===== config.mk =====
export PLATFORM = sky130hd
export DESIGN_NAME = clk_div_n
export DESIGN_NICKNAME = d
export VERILOG_FILES = /design/src/rtl/clk_div_n.sv
export SDC_FILE = /design/constraint.sdc
export NUM_CORES = 1
export LEC_CHECK = 0
export CORE_ASPECT_RATIO = 1.75
export CORE_MARGIN = 1.5
export CORE_UTILIZATION = 55
export CTS_BUF_LIST = sky130_fd_sc_hd__clkbuf_4 sky130_fd_sc_hd__clkbuf_8 sky130_fd_sc_hd__clkbuf_16
export CTS_CLUSTER_SIZE = 24
export DETAILED_ROUTE_END_ITERATION = 10
export GPL_TIMING_DRIVEN = 0
export PLACE_DENSITY = 0.89
export SKIP_LAST_GASP = 1
export SLEW_MARGIN = 20
export SYNTH_ARGS = -nofsm -noshare
export SYNTH_HDL_FRONTEND = slang
export SYNTH_SLANG_ARGS = --single-unit

===== constraint.sdc =====
create_clock -name clk -period 4.7 [get_ports clk]
set_clock_uncertainty 0.15 [all_clocks]
set_input_delay 0.94 -clock clk [delete_from_list [all_inputs] [get_ports clk]]
set_output_delay 0.94 -clock clk [all_outputs]
set_load 0.01 [all_outputs]

===== src/rtl/clk_div_n.sv =====
// clk_div_n: programmable divide-by-N tick/clock generator; CLKDIV_SYNC_EN adds the sync phase-realign input.
module clk_div_n #(
  parameter int CNT_W     = 8,
  parameter int DIV_RESET = 3
) (
  input  logic             clk,
  input  logic             rst,
  input  logic             enable,
  input  logic [CNT_W-1:0] div_val,
  input  logic             div_load,
`ifdef CLKDIV_SYNC_EN
  input  logic             sync,
`endif
  output logic [CNT_W-1:0] count,
  output logic             clk_out,
  output logic             tick,
  output logic             div_err,
  output logic             div_pend
);
  localparam logic [CNT_W-1:0] DIV_RST = CNT_W'(DIV_RESET);
  logic [CNT_W-1:0] count_q, count_d, div_act_q, div_act_d, div_nxt_q, div_nxt_d;
  logic clk_out_q, clk_out_d, tick_q, tick_d, div_err_q, div_err_d, div_pend_q, div_pend_d;
  logic valid, ld_ok, wrap;
  assign valid = div_val >= CNT_W'(2);
  assign ld_ok = div_load && valid;
  assign wrap  = enable && (count_q == div_act_q - 1'b1);
  always_comb begin
    count_d    = count_q;
    clk_out_d  = clk_out_q;
    tick_d     = 1'b0;
    div_act_d  = div_act_q;
    div_nxt_d  = div_nxt_q;
    div_pend_d = div_pend_q;
    div_err_d  = div_err_q | (div_load && !valid);
`ifdef CLKDIV_SYNC_EN
    if (sync) begin
      count_d    = '0;
      clk_out_d  = 1'b0;
      div_err_d  = div_err_q;
      div_act_d  = div_pend_q ? div_nxt_q : div_act_q;
      div_pend_d = 1'b0;
    end else
`endif
    if (wrap) begin
      count_d    = '0;
      clk_out_d  = ~clk_out_q;
      tick_d     = 1'b1;
      // a load landing on the wrap edge bypasses the pending stage
      div_act_d  = ld_ok ? div_val : div_pend_q ? div_nxt_q : div_act_q;
      div_nxt_d  = ld_ok ? div_val : div_nxt_q;
      div_pend_d = 1'b0;
    end else begin
      count_d    = enable ? count_q + 1'b1 : count_q;
      div_nxt_d  = ld_ok ? div_val : div_nxt_q;
      div_pend_d = div_pend_q | ld_ok;
    end
  end
  always_ff @(posedge clk) begin
    if (rst) begin
      count_q    <= '0;
      clk_out_q  <= 1'b0;
      tick_q     <= 1'b0;
      div_err_q  <= 1'b0;
      div_pend_q <= 1'b0;
      div_act_q  <= DIV_RST;
      div_nxt_q  <= DIV_RST;
    end else begin
      count_q    <= count_d;
      clk_out_q  <= clk_out_d;
      tick_q     <= tick_d;
      div_err_q  <= div_err_d;
      div_pend_q <= div_pend_d;
      div_act_q  <= div_act_d;
      div_nxt_q  <= div_nxt_d;
    end
  end
  assign count    = count_q;
  assign clk_out  = clk_out_q;
  assign tick     = tick_q;
  assign div_err  = div_err_q;
  assign div_pend = div_pend_q;
endmodule

# Yosys cells after proc, flatten, opt, wreduce, memory -nomap -nowiden
# Index checks and enable logic that the tools add are counted.
[word_totals]
latchBits = 0
regBits = 28
n_memories = 0
romBits = 0
mem_bits_rw = 0
[classes]
muxes = 3
mul = 0
bitwise_logic = 3
n_eq_ne = 1
addsub = 2
shift = 0
n_div = 0
n_lt_le_gt_ge = 1
n_reduce_logical = 7
[ops]
columns = ["cell", "count"]
rows = [
  ["2-to-1 mux 8 bit", 2],
  ["adder 8 x 1 -> 8 bit (second input constant)", 1],
  ["equality test 8 bit", 1],
  [">= comparator 8 x 2 -> 1 bit (second input constant)", 1],
  ["subtractor 8 x 1 -> 8 bit (second input constant)", 1],
  ["logical AND 1 bit", 3],
  ["bitwise OR 1 bit", 2],
  ["AND reduction 2 bit", 1],
  ["nonzero test 2 bit", 1],
  ["OR reduction 2 bit", 1],
  ["logical NOT 1 bit", 1],
  ["2-to-1 mux 1 bit", 1],
  ["inverter 1 bit", 1],
]

# Longest topological paths before layout
# Gate-level depths: netlist of run 1.
[depth]
ltp_word = 4
depth_mapped = 9

# Least setup slack after synthesis of run 1
# No wires, ideal clock.
[synth_timing]
path_type = "in2reg"
start = "in enable"
end = "reg div_act_q[0]"
path_stages = 6
t_arrival_ps = 2278
setup_time_ps = 121
slack_ps = 2151
required_time_ps = 4429
path_cell_list = "clkbuf_1 -> nand3_1 -> a211oi_2 -> o311ai_4 -> nor2_4 -> mux2_2"
[synth_between]
elab_chain_cells = 2
[synth_rtl]
columns = ["element", "line_no", "rtl"]
rows = [
  ["start, declared", "8", "input logic enable,"],
  ["logical AND 1 bit", "26", "assign wrap = enable && (count_q == div_act_q - 1'b1);"],
  ["AND reduction 2 bit (no line)", "n/a", ""],
  ["end signal, assigned", "73", "div_act_q <= div_act_d;"],
  ["end, declared", "21", "logic [CNT_W-1:0] count_q, count_d, div_act_q, div_act_d, div_nxt_q, div_nxt_d;"],
]
# Every way passes these cells.
# A chain may end at the register's enable or synchronous reset.

# Final worst setup path of run 1
[layout_timing]
start = "reg div_act_q[2]"
end = "reg div_act_q[4]"
[layout_between]
elab_chain_cells = 4
[layout_rtl]
columns = ["element", "line_no"]
rows = [
  ["subtractor 8 x 1 -> 8 bit", "26"],
  ["equality test 8 bit", "26"],
  ["logical AND 1 bit", "26"],
  ["AND reduction 2 bit (no line)", "n/a"],
]
# Every way passes these cells.

==> flow_metrics.tcl, run 1 <==
set metrics [dict create \
    outcome "complete, no violations" \
    r2r_slack_ns 1.99 \
    cts_hold_buf 0 \
    synth_nets 158 \
    endpoint_kind "flip-flop" \
    via_count 1084 \
    grt_max_degree 16 \
    critPathRequiredTime_ns 4.72 \
    hold_viol 0 \
    dieArea_um2 2700 \
    fin_nets 184 \
    p_leak_uw 0.000614 \
    antenna_found_initial 0 \
    clk_pin_slew_ns 0.09 \
    yosysUniqueCellTypes 35 \
    drt_iter0_drc 18 \
    setup_viol 0 \
    root_buffer "clkbuf_8" \
    layout-drive-gt1-share 0.112 \
    seq_area_um2 561 \
    grt.overflow.total 0 \
    areaGrowthSynthToFinish_pct 22.6 \
    grt_pass1_vias 1016 \
    n_antenna_cell 0 \
    mostFrequentLayoutCell "dfxtp_1" \
    gp_congestion 0.819 \
    cp_slowest_stage_delay_ns 0.45 \
    final_max_slew_viol_count 0 \
    multi_input_area_um2 723 \
    die-width_um 40.0 \
    hold_path.class "reg2reg" \
    viasPerCell 5.59 \
    ys_warn_count 0 \
    die_h_um 67.7 \
    wl_per_cell_um 14.1 \
    tightest_slew_ns 0.491 \
    fin_crit_sh 0.577 \
    initial_core_util 0.578 \
    min_period_ns 2.71 \
    fin_area_um2 1610 \
    critical_path_class "reg2reg" \
    crit_chain "or3_4, or4_1, a211oi_2, o311ai_4, nor2_4, mux2_2" \
    syn_inst 144 \
    numCtsBuffers 3 \
    routed_wl_um 2740 \
    synth.cell_area_um2 1320 \
    arrival_ns 2.73 \
    yosys_register_bits 28 \
    grt_setup_unrepaired "no" \
    dr.pass1.iters 4 \
    final_cell_mix "28 x dfxtp_1, 21 x clkdlybuf4s50_1, 17 x nand2_1" \
    drc 0 \
    setup_tns_ns 0 \
    clockBufferDepth 2 \
    clock_sinks 28 \
    rows 23 \
    vdd_ir_drop_max_mv 0.219 \
    cts_max_level 1 \
    grtUsageTotal 0.222 \
    nFillCells 175 \
    worstSetupStartpointType "flip-flop" \
    power_density_nw_per_um2 288 \
    yosysSeqAreaShare 0.426 \
    coreArea_um2 2270 \
    avgSynthCellArea_um2 9.13 \
    ant_nets 0 \
    final_util 0.709 \
    drv_cap 0 \
    worst_path_max_delay_cell "or4_1" \
    timing.fmax_mhz 369 \
    grt_pass1_wl_um 4170 \
    postCtsSetupBuffers 0 \
    num_io_pins 24 \
    post-dp-hpwl_um 2060 \
    timing.slew.headroom 0.668 \
    io_buffers 21 \
    worst_skew_pair.late_latency_ns 0.27 \
    cts_tree "yes" \
    cts_resized 0 \
    crit_fanout 8 \
    dpl_cell_area_um2 1560 \
]
[synthesized netlist by cell type]
library cell / count / area (um2)
dfxtp_1: 28 / 561
nand2_1: 17 / 63.8
nor2_1: 16 / 60.1
a21oi_1: 8 / 40.0
mux2_2: 8 / 90.1
xnor2_1: 8 / 70.1
xor2_1: 8 / 70.1
nor2b_1: 6 / 37.5
clkbuf_1: 5 / 18.8
nand3_1: 4 / 20.0
nand2b_1: 3 / 18.8
nand4_1: 3 / 18.8
a31oi_1: 2 / 12.5
ha_1: 2 / 25.0
inv_1: 2 / 7.51
nor3_1: 2 / 10.0
nor4_1: 2 / 12.5
o21ai_0: 2 / 10.0
or2_2: 2 / 12.5
a211o_1: 1 / 8.76
a211oi_2: 1 / 12.5
a21o_1: 1 / 7.51
a221o_1: 1 / 10.0
and3_1: 1 / 6.26
and4_1: 1 / 8.76
buf_2: 1 / 5.00
mux2i_1: 1 / 10.0
nor2_4: 1 / 11.3
nor4bb_1: 1 / 10.0
o21bai_1: 1 / 7.51
o311ai_4: 1 / 26.3
o31ai_1: 1 / 7.51
or3_1: 1 / 6.26
or3_4: 1 / 11.3
or4_1: 1 / 7.51
[area by class of cell]
cell class	count	share of cell area
plain buffers	6	0.0148
clock buffers	4	0.0342
inverters	2	0.00466
multi-input cells	108	0.449
flip-flops and latches	28	0.348
well taps	25	0.0194
repair buffers	21	0.130
[report_power, final]
| part | switching [uW] | internal [uW] | leakage (uW) |
|---|---|---|---|
| registers | 7.96 | 247 | 0.000228 |
| clock network | 72.4 | 75.0 | 0.0000288 |
| logic | 29.7 | 31.1 | 0.000357 |
[kinds of logic (layout without fill, tap and decap cells)]
kind of cell / Yosys count / after routing / synth area share
and+or+nand+nor: 62 / 62 / 0.240
adders and majority gates: 2 / 2 / 0.0190
muxes: 9 / 9 / 0.0761
buffers and inverters: 8 / 33 / 0.0238
xor gates and xnor gates: 16 / 16 / 0.107
DFF: 28 / 28 / 0.426
AOI/OAI and AO/OA: 19 / 19 / 0.108
[metrics by stage]
stage          cells  setup slack [ns]  total power, uW  hold slack [ns]
2_1_floorplan    144              2.15              295            0.278
3_3_place_gp     190              1.83              318            0.289
3_5_place_dp     190              1.79              321            0.307
4_1_cts          194              2.02              465            0.320
5_1_grt          194              1.84              477            0.345
6_report         194              1.99              463            0.316
[routing by layer]
layer,wire length [um],track usage
met1,1050,0.203
met2,1550,0.446
met3,107,0.0296
met4,27,0.0733
met5,0,0
[path summary, 6_finish.rpt]
| kind | to | from | depth (start not counted) |
|---|---|---|---|
| worst max-delay path | div_act_q[4]$_SDFFE_PP0P_ | div_act_q[2]$_SDFFE_PP0P_ | 6 |
| worst min-delay path | div_nxt_q[5]$_SDFFE_PP0P_ | div_nxt_q[5]$_SDFFE_PP0P_ | 2 |
| worst max register to register | div_act_q[4]$_SDFFE_PP0P_ | div_act_q[2]$_SDFFE_PP0P_ | 6 |
| worst min register to register | div_nxt_q[5]$_SDFFE_PP0P_ | div_nxt_q[5]$_SDFFE_PP0P_ | 2 |
[registers in the layout, summed over array words and instances, names as in the netlist]
register	cells
div_nxt_q	8
count	8
div_act_q	8
div_err	1
div_pend	1
tick	1
clk_out	1
[worst max-delay path, delay by kind of cell, from the launching register on]
kind | cells | cell delay [ns]
AOI/OAI and AO/OA | 2 | 0.55
muxes | 1 | 0.37
DFF | 1 | 0.38
and+or+nand+nor | 3 | 1.16
Note: power is estimated with default switching activity, not from simulation.
==> inputs of run 2 (changes only) <==
CORE_UTILIZATION = 46   (was 55)
PLACE_DENSITY = 0.8   (was 0.89)
clock period = 2.4 ns   (was 4.7 ns; I/O delays follow)
==> flow_metrics.tcl, run 2 (synthesis gave the netlist of run 1 again) <==
set metrics [dict create \
    clockBufferDepth 2 \
    fin_nets 188 \
    viasPerCell 5.50 \
    via_count 1095 \
    grt_pass1_vias 1147 \
    die_h_um 73.7 \
    areaGrowthSynthToFinish_pct 32.0 \
    layout-drive-gt1-share 0.192 \
    cts_hold_buf 0 \
    rows 25 \
    clock_sinks 28 \
    cts_tree "yes" \
    critPathRequiredTime_ns 2.41 \
    numCtsBuffers 3 \
    mostFrequentLayoutCell "dfxtp_1" \
    grt_max_degree 15 \
    timing.fmax_mhz 407 \
    grt.overflow.total 0 \
    dr.pass1.iters 4 \
    setup_tns_ns -0.408 \
    routed_wl_um 3050 \
    n_antenna_cell 0 \
    worstSetupStartpointType "flip-flop" \
    p_leak_uw 0.000660 \
    setup_viol 9 \
    clk_pin_slew_ns 0.09 \
    fin_ws_ns -0.0587 \
    grt_pass1_wl_um 4970 \
    crit_fanout 6 \
    hold_viol 0 \
    io_buffers 21 \
    dpl_cell_area_um2 1560 \
    final_util 0.638 \
    ant_nets 0 \
    fin_crit_sh 1.02 \
    seq_area_um2 568 \
    arrival_ns 2.47 \
    coreArea_um2 2720 \
    cts_max_level 1 \
    drc 0 \
    pre_cts_ws_ns -0.203 \
    gp_congestion 0.793 \
    critical_path_class "reg2reg" \
    endpoint_kind "flip-flop" \
    final_max_slew_viol_count 0 \
    multi_input_area_um2 805 \
    hold_ws_ns 0.316 \
    antenna_found_initial 0 \
    post-dp-hpwl_um 2200 \
    worst_skew_pair.late_latency_ns 0.27 \
    nFillCells 219 \
    root_buffer "clkbuf_8" \
    die-width_um 43.4 \
    power_density_nw_per_um2 512 \
    drt_iter0_drc 16 \
    drv_cap 0 \
    dieArea_um2 3200 \
    grt_setup_unrepaired "yes" \
    hold_path.class "reg2reg" \
    fin_area_um2 1740 \
    grtUsageTotal 0.204 \
    tightest_slew_ns 0.427 \
    wl_per_cell_um 15.3 \
    timing.slew.headroom 0.715 \
    min_period_ns 2.46 \
    final_cell_mix "24 x dfxtp_1, 21 x clkdlybuf4s50_1, 17 x nand2_1" \
    outcome "finished, violations left" \
    initial_core_util 0.483 \
    num_io_pins 24 \
    vdd_ir_drop_max_mv 0.314 \
    violations "setup timing" \
]
==> run 2: cell count changes in the layout (fill, tap and decap cells not counted), sizes merged <==
cell,change
clkbuf,-1
buf,+4
==> run 2: power by group <==
part           internal, uW  switching [uW]  total [uW]
Clock                   113             138         251
Combinational          72.7            65.2         138
Sequential              483            16.3         500
==> run 2: worst max-delay path: stages (launching register included) <==
cell and delay [ns]:
dfxtp_4 0.35, or3_4 0.42, or4_4 0.44, a211oi_4 0.24, o311ai_4 0.14, nor2_4 0.16
buf_12 0.14, mux2_4 0.30
==> run 2: final timing paths <==
| path | from | to | slack (ns) | cells after the start |
|---|---|---|---|---|
| hold reg to reg | div_nxt_q[4]$_SDFFE_PP0P_ | div_nxt_q[4]$_SDFFE_PP0P_ | 0.32 | 2 |
| setup / recovery | div_act_q[3]$_SDFFE_PP0P_ | div_act_q[2]$_SDFFE_PP0P_ | -0.06 | 7 |
| hold / removal | div_nxt_q[4]$_SDFFE_PP0P_ | div_nxt_q[4]$_SDFFE_PP0P_ | 0.32 | 2 |
| setup reg to reg | div_act_q[3]$_SDFFE_PP0P_ | div_act_q[2]$_SDFFE_PP0P_ | -0.06 | 7 |
==> run 2: per-stage QoR <==
| step | total power [uW] | instances |
|---|---|---|
| floorplan | 577 | 144 |
| global placement | 623 | 192 |
| detailed placement | 631 | 192 |
| CTS | 887 | 199 |
| global route | 927 | 199 |
| finish | 888 | 199 |
==> run 2: layout make-up <==
cell class,instances,share of cell area
Sequential cell,28,0.327
Timing Repair Buffer,25,0.148
Buffer,6,0.0137
Clock buffer,3,0.0238
Multi-Input combinational cell,108,0.464
Tap cell,27,0.0195
Inverter,2,0.00433
==> run 2: metal layers <==
layer  wire length, um  global-route usage
met3               105              0.0221
met1              1160               0.197
met4                63              0.0842
met5                 0                   0
met2              1720               0.413
==> run 2: what timing repair did <==
action	4_1_cts	5_1_grt
buffers inserted	4	0
gates resized for setup	15	9
endpoints found under the setup margin	9	18
pin swaps	4	2
==> inputs of run 3 (changes only) <==
CTS_CLUSTER_DIAMETER = 200   (was not set)
==> results of run 3 <==
No change in the layout: final DEF, timing and power equal those of run 2.
